$ cat config.mk
export PLATFORM = sky130hd
export DESIGN_NAME = cga_regs_v2
export DESIGN_NICKNAME = d
export VERILOG_FILES = /design/src/rtl/cga_regs_v2.sv
export SDC_FILE = /design/constraint.sdc
export NUM_CORES = 1
export LEC_CHECK = 0
export BUFFER_PORTS_ARGS = -buffer_cell sky130_fd_sc_hd__buf_4
export CORE_ASPECT_RATIO = 1.2
export CORE_MARGIN = 2
export CORE_UTILIZATION = 43
export CTS_CLUSTER_SIZE = 40
export DETAILED_ROUTE_END_ITERATION = 10
export PLACE_DENSITY = 0.73
export SYNTH_ARGS = -nofsm -noshare
export SYNTH_HDL_FRONTEND = slang
export SYNTH_SLANG_ARGS = --single-unit
$ cat constraint.sdc
create_clock -name clk -period 2.8 [get_ports clk]
set_input_delay 0.56 -clock clk [delete_from_list [all_inputs] [get_ports clk]]
set_output_delay 0.56 -clock clk [all_outputs]
set_load 0.01 [all_outputs]
$ cat src/rtl/cga_regs_v2.sv
// rtl/cga_regs_v2.sv - CGA/Tandy I/O registers, status readback, blink timing and ISA wait states
module cga_regs_v2 #(
  parameter logic [15:0] IO_BASE       = 16'h3D0,
  parameter int          NUM_TREG      = 8,
  parameter int          CURSOR_FRAMES = 8,
  parameter int          CHAR_FRAMES   = 16,
  parameter int          SYNC_STAGES   = 2,
  parameter logic [7:0]  RESET_CTRL    = 8'h29,
  parameter bit          USE_BUS_WAIT  = 1'b0
) (
  input  logic        clk,
  input  logic        reset,
  input  logic [14:0] bus_a,
  input  logic [7:0]  bus_d,
  input  logic        bus_ior_l,
  input  logic        bus_iow_l,
  input  logic        bus_memr_l,
  input  logic        bus_memw_l,
  input  logic        bus_aen,
  input  logic        mem_cs,
  input  logic        cpu_slot,
  input  logic [7:0]  crtc_rd_data,
  input  logic        vsync,
  input  logic        display_enable,
  input  logic        blink_freeze,
  output logic [7:0]  bus_out,
  output logic        bus_dir,
  output logic        bus_rdy,
  output logic        crtc_cs,
  output logic [7:0]  mode_ctrl,
  output logic [7:0]  color_sel,
  output logic [4:0]  tandy_mode,
  output logic [3:0]  tandy_border,
  output logic        palette_we,
  output logic [3:0]  palette_idx,
  output logic [3:0]  palette_data,
  output logic        cursor_blink,
  output logic        char_blink
);

  localparam logic [14:0] BASE      = IO_BASE[14:0];
  localparam logic [14:0] ADDR_CTRL = BASE + 15'd8;
  localparam logic [14:0] ADDR_COL  = BASE + 15'd9;
  localparam logic [14:0] ADDR_STAT = BASE + 15'd10;
  localparam logic [14:0] ADDR_TDAT = BASE + 15'd14;
  localparam logic [4:0]  NT        = 5'(NUM_TREG);
  localparam int          CB        = $clog2(CURSOR_FRAMES);
  localparam int          HB        = $clog2(CHAR_FRAMES);
  localparam int          FW        = HB + 1;

  logic io_ok, ctrl_hit, col_hit, status_cs, tdat_hit;

  assign io_ok     = ~bus_aen;
  assign crtc_cs   = io_ok & (bus_a[14:3] == BASE[14:3]);
  assign ctrl_hit  = io_ok & (bus_a == ADDR_CTRL);
  assign col_hit   = io_ok & (bus_a == ADDR_COL);
  assign status_cs = io_ok & (bus_a == ADDR_STAT);
  assign tdat_hit  = io_ok & (bus_a == ADDR_TDAT);

  // Top bit holds the previous synchronised value for falling-edge detection.
  logic [SYNC_STAGES:0] iow_sync;
  logic                 wr_stb;

  always_ff @(posedge clk) begin
    if (reset) iow_sync <= '1;
    else       iow_sync <= {iow_sync[SYNC_STAGES-1:0], bus_iow_l};
  end

  assign wr_stb = iow_sync[SYNC_STAGES] & ~iow_sync[SYNC_STAGES-1];

  logic [4:0] index_q;
  logic [7:0] treg [NUM_TREG];
  logic       treg_ok;

  assign treg_ok = ~index_q[4] & ({1'b0, index_q[3:0]} < NT);

  always_ff @(posedge clk) begin
    if (reset) begin
      mode_ctrl    <= RESET_CTRL;
      color_sel    <= 8'h00;
      index_q      <= 5'd0;
      palette_we   <= 1'b0;
      palette_idx  <= 4'd0;
      palette_data <= 4'd0;
      for (int i = 0; i < NUM_TREG; i++) treg[i] <= 8'h00;
    end else begin
      palette_we <= 1'b0;
      if (wr_stb) begin
        if (ctrl_hit)  mode_ctrl <= bus_d;
        if (col_hit)   color_sel <= bus_d;
        if (status_cs) index_q   <= bus_d[4:0];
        if (tdat_hit && index_q[4]) begin
          palette_we   <= 1'b1;
          palette_idx  <= index_q[3:0];
          palette_data <= bus_d[3:0];
        end
        if (tdat_hit && treg_ok) begin
          for (int i = 0; i < NUM_TREG; i++)
            if (index_q[3:0] == 4'(i)) treg[i] <= bus_d;
        end
      end
    end
  end

  assign tandy_mode   = treg[3][4:0];
  assign tandy_border = treg[2][3:0];

  logic vs_r, vs_d, de_r;
  logic [FW-1:0] frame_cnt;

  always_ff @(posedge clk) begin
    if (reset) begin
      vs_r      <= 1'b0;
      vs_d      <= 1'b0;
      de_r      <= 1'b0;
      frame_cnt <= '0;
    end else begin
      vs_r <= vsync;
      vs_d <= vs_r;
      de_r <= display_enable;
      if (vs_r && !vs_d && !blink_freeze) frame_cnt <= frame_cnt + 1'b1;
    end
  end

  assign cursor_blink = frame_cnt[CB];
  assign char_blink   = frame_cnt[HB];

  assign bus_dir = (crtc_cs | status_cs) & ~bus_ior_l;

  always_comb begin
    bus_out = 8'h00;
    if (status_cs && !bus_ior_l)
      bus_out = {4'b1111, vs_r, 2'b10, ~de_r};
    else if (crtc_cs && bus_a[0] && !bus_ior_l)
      bus_out = crtc_rd_data;
  end

  typedef enum logic [1:0] {S_IDLE, S_WAIT, S_DONE} wait_state_t;
  wait_state_t state;
  logic        rdy_q, access;

  assign access = mem_cs & (~bus_memr_l | ~bus_memw_l);

  always_ff @(posedge clk) begin
    if (reset) begin
      state <= S_IDLE;
      rdy_q <= 1'b1;
    end else begin
      case (state)
        S_IDLE: if (access) begin
          state <= S_WAIT;
          rdy_q <= 1'b0;
        end
        S_WAIT: if (!access) begin
          state <= S_IDLE;
          rdy_q <= 1'b1;
        end else if (cpu_slot) begin
          state <= S_DONE;
          rdy_q <= 1'b1;
        end
        S_DONE: if (!access) state <= S_IDLE;
        default: begin
          state <= S_IDLE;
          rdy_q <= 1'b1;
        end
      endcase
    end
  end

  assign bus_rdy = USE_BUS_WAIT ? rdy_q : 1'b1;

endmodule

# Yosys cells after proc, flatten, opt, wreduce, memory -nomap -nowiden
# Memory sizes are Yosys's and may differ from the RTL's.
# Index checks and enable logic that the tools add are counted.
# word_totals
memories	1
ram_bits	64
regBits	41
input_bits	43
output_inout_bits	47
# memory_table
name	words	width	rd	rd_clocked_by_memory_dff	write_ports	line_no	text
treg	8	8	2	0	8	72	logic [7:0] treg [NUM_TREG];
# op_classes
n_mux	53
n_eq_ne	12
magnitude_cmp	1
bitwise_logic	23
reduce_logical	16
add_sub_neg	1
# op_table
operator	n
8-bit two-way mux	10
15-bit by 10-bit equality test with 1-bit output (second input constant)	4
1-bit two-way mux	43
4-bit by 3-bit equality test with 1-bit output (second input constant)	4
12-bit by 7-bit equality test with 1-bit output (second input constant)	1
1-bit OR	9
1-bit AND	8
4-bit by 2-bit equality test with 1-bit output (second input constant)	2
2-bit AND reduction	4
1-bit logical AND	7
1-bit NOT	6
5-bit by 1-bit adder with 5-bit output (second input constant)	1
4-bit by 1-bit equality test with 1-bit output (second input constant)	1
4-bit logical NOT	1
4-bit < comparator (second input constant)	1
1-bit logical NOT	3
2-bit OR reduction	1

# Longest topological paths before layout
# logic_depth
ltp_word	8
depth_mapped	6

# Worst setup path after synthesis
# No wires, ideal clock.
# synth_path
path_type	input-to-output
startpoint	input port bus_a[12]
endpoint	output port bus_out[0]
required_ps	2240
arrival_ps	2380
cell_stages	6
path_slack_ps	-140
path_cell_list	or4_4 -> or3_1 -> buf_2 -> or3_1 -> clkbuf_1 -> o21ai_0
# synth_via
elab_chain_cells	6
# synth_lines
item	line_no	text
start: declaration	13	input logic [14:0] bus_a,
12-bit by 7-bit equality test with 1-bit output	54	assign crtc_cs = io_ok & (bus_a[14:3] == BASE[14:3]);
1-bit AND	54	
1-bit logical AND (2 in a row)	134	else if (crtc_cs && bus_a[0] && !bus_ior_l)
8-bit two-way mux	134	
8-bit two-way mux (*)	132	if (status_cs && !bus_ior_l)
end: declaration	26	output logic [7:0] bus_out,
# Every way passes the cells marked *; elsewhere a longest branch is shown, timed or not.

# Final worst setup path
# layout_path
startpoint	input port bus_a[12]
endpoint	output port bus_out[3]
# The elaborated chain is that of the path after synthesis.

==> results_dict.tcl <==
set metrics [dict create \
    status "finished clean" \
    wire_per_inst_um 14.0 \
    worstMarginPinSlew_ps 647 \
    hold_path_class "reg -> reg" \
    grt_use_total_pct 19.8 \
    nets 358 \
    wirelength_um 5240 \
    cts_buffers 5 \
    crit-reg2reg-launch "iow_sync[1]" \
    cp_max_fo 7 \
    drt_iter0_markers 112 \
    crit_type "in -> out" \
    register_area_sq_mm 0.00109 \
    finalMaxSlewViolations 0 \
    grt_overflow 0 \
    clock_path_buffers 2 \
    clkSinkCount 50 \
    ios 90 \
    first_pass_iters 4 \
    viasPerCell 5.18 \
    powerDensity_mw_per_mm2 419 \
    avgSynthCellArea_sq_um 9.58 \
    coreArea_sq_mm 0.00487 \
    start_kind "input pin" \
    synthTopCellsByCount "dfxtp_1, nand2_1, nand2b_1" \
    rsz0062_at_grt "yes" \
    die_area_sq_mm 0.00560 \
    period_share_pct 99.8 \
    initial_core_util_pct 44.3 \
    synth_flop_cell "dfxtp_1" \
    syn_to_final_growth_pct 39.9 \
    htreeDepth 2 \
    post-cts-setup-buffers 0 \
    maxCapViolCount 0 \
    clk_latency_ps 300 \
    dp_hpwl_um 3750 \
    leakage_nw 1.32 \
    cp-end-kind "output pin" \
    maxSlewHeadroom_pct 56.8 \
    synth.top_cell.area_share_pct 38.1 \
    critPathLaunch "bus_a[12]" \
    gp_congestion 0.732 \
    synthDistinctLibCells 41 \
    async_reset_ff_share_pct 0 \
    required_ps 2240 \
    port_buffers 84 \
    max_freq_ghz 0.358 \
    synth_edf_count 9 \
    grt_max_degree 61 \
    netlist_instances 225 \
    synthTopCellsByArea "dfxtp_1, edfxtp_1, mux2i_1" \
    yosys_warnings 0 \
    layout-drive-gt1-share_pct 35.6 \
    grt_antenna_before_repair 0 \
    fin_skew_ps 9.35 \
    rows 28 \
    root_buffer "clkbuf_8" \
    mappedNetlistArea_sq_mm 0.00216 \
    antenna_cells 0 \
    irDropWorstVdd_mv 0.318 \
    hold_viol_final 0 \
    synth_seq_area_share_pct 50.6 \
    vias 1943 \
    synth_nets 269 \
    fp.dieW_um 68.6 \
    yosysMostFrequentCell "dfxtp_1" \
    die_h_um 81.6 \
    crit_arrival_ps 2240 \
    grt_pass1_wl_um 8420 \
    grt_pass1_vias 1804 \
    multi_input_area_sq_mm 0.00103 \
    cts_tree "yes" \
    synth_top_cell_by_area "dfxtp_1" \
    ant_nets 0 \
    drc 0 \
    period_minus_slack_ps 2800 \
    min_from "iow_sync[0]" \
    hold_slack_ps 423 \
    path_clk_slew_ps 90 \
    fill_cells 450 \
    finalSetupViolCount 0 \
    ys_ff_latch 50 \
    finalPower_mw 1.26 \
]
through the flow:
| step | instances | setup slack (ps) | setup TNS, ps | area (sq um) | utilization, % |
|---|---|---|---|---|---|
| final | 375 | 4.32 | 0 | 3020 | 61.9 |
| after floorplan | 225 | 11.3 | 0 | 2180 | - |
| after global routing | 375 | -29.8 | -52.2 | 3020 | 61.9 |
| after detailed placement | 367 | -125 | -432 | 2910 | 59.7 |
| after CTS | 375 | 0.329 | 0 | 3010 | 61.8 |
| after global placement | 367 | -107 | -291 | 2910 | 59.7 |
layout make-up:
class | count | share of cell area [%]
flip-flops and latches | 50 | 36.2
clock inverters | 2 | 0.456
multi-input cells | 160 | 34.1
clock buffers | 6 | 2.41
well taps | 60 | 2.49
repair buffers | 96 | 24.3
inverters | 1 | 0.124
power breakdown:
group | internal, mW | leakage (nW) | total (mW) | switching, mW
combinational | 0.0578 | 0.849 | 0.105 | 0.0469
sequential | 0.739 | 0.424 | 0.744 | 0.00446
clock | 0.177 | 0.0417 | 0.414 | 0.237
timing repair:
action / in CTS / in global routing
gates resized for setup: 3 / 2
hold buffers: 0 / 0
pin swaps: 1 / 3
endpoints found under the setup margin: 7 / 2
worst paths after layout:
kind | to | slack, ps | cells past startpoint
max | bus_out[3] | 4 | 6
min | iow_sync[1] | 420 | 1
max reg2reg | treg[1][3] | 1180 | 4
min reg2reg | iow_sync[1] | 420 | 1
state kept, by name, indices dropped and copies added, names as in the netlist, 3 cells and up:
| register | flops |
|---|---|
| treg | 9 |
| color_sel | 8 |
| mode_ctrl | 8 |
| frame_cnt | 5 |
| index_q | 5 |
| palette_data | 4 |
| palette_idx | 4 |
| iow_sync | 3 |
kinds of logic after synthesis:
family	count (synthesis)	share of synthesized area, %
and+or+nand+nor	105	28.1
DFF	50	50.6
AOI/OAI and AO/OA	32	8.13
muxes	17	7.89
buffers and inverters	15	2.90
xor gates and xnor gates	4	1.63
adders and majority gates	1	0.580
other	1	0.174
critical path, stage by stage:
cell	delay [ps]
buf_6	90
or4_4	520
or3_4	340
or3_4	450
o21ai_2	140
buf_4	130
routing by layer:
layer | GRT usage (%) | part of all wire, %
met5 | 0 | 0
met4 | 6.60 | 1.4
met3 | 4.38 | 4.3
met2 | 33.7 | 51
met1 | 24.5 | 43
cells in the final DEF, fill, tap and decap left out, drive strengths merged, types with 2 or more instances in the layout:
master,count
buf,96
dfxtp,41
nand2,19
nand2b,18
o21ai,18
mux2i,17
nor2,16
nand4,10
a21oi,10
edfxtp,9
nor3,8
nor4b,6
clkbuf,6
nor2b,5
or2,4
nand4b,3
xor2,3
or3,3
nand3b,2
nand3,2
or4,2
inv,2
No activity file was read; power rests on OpenSTA's default activity.
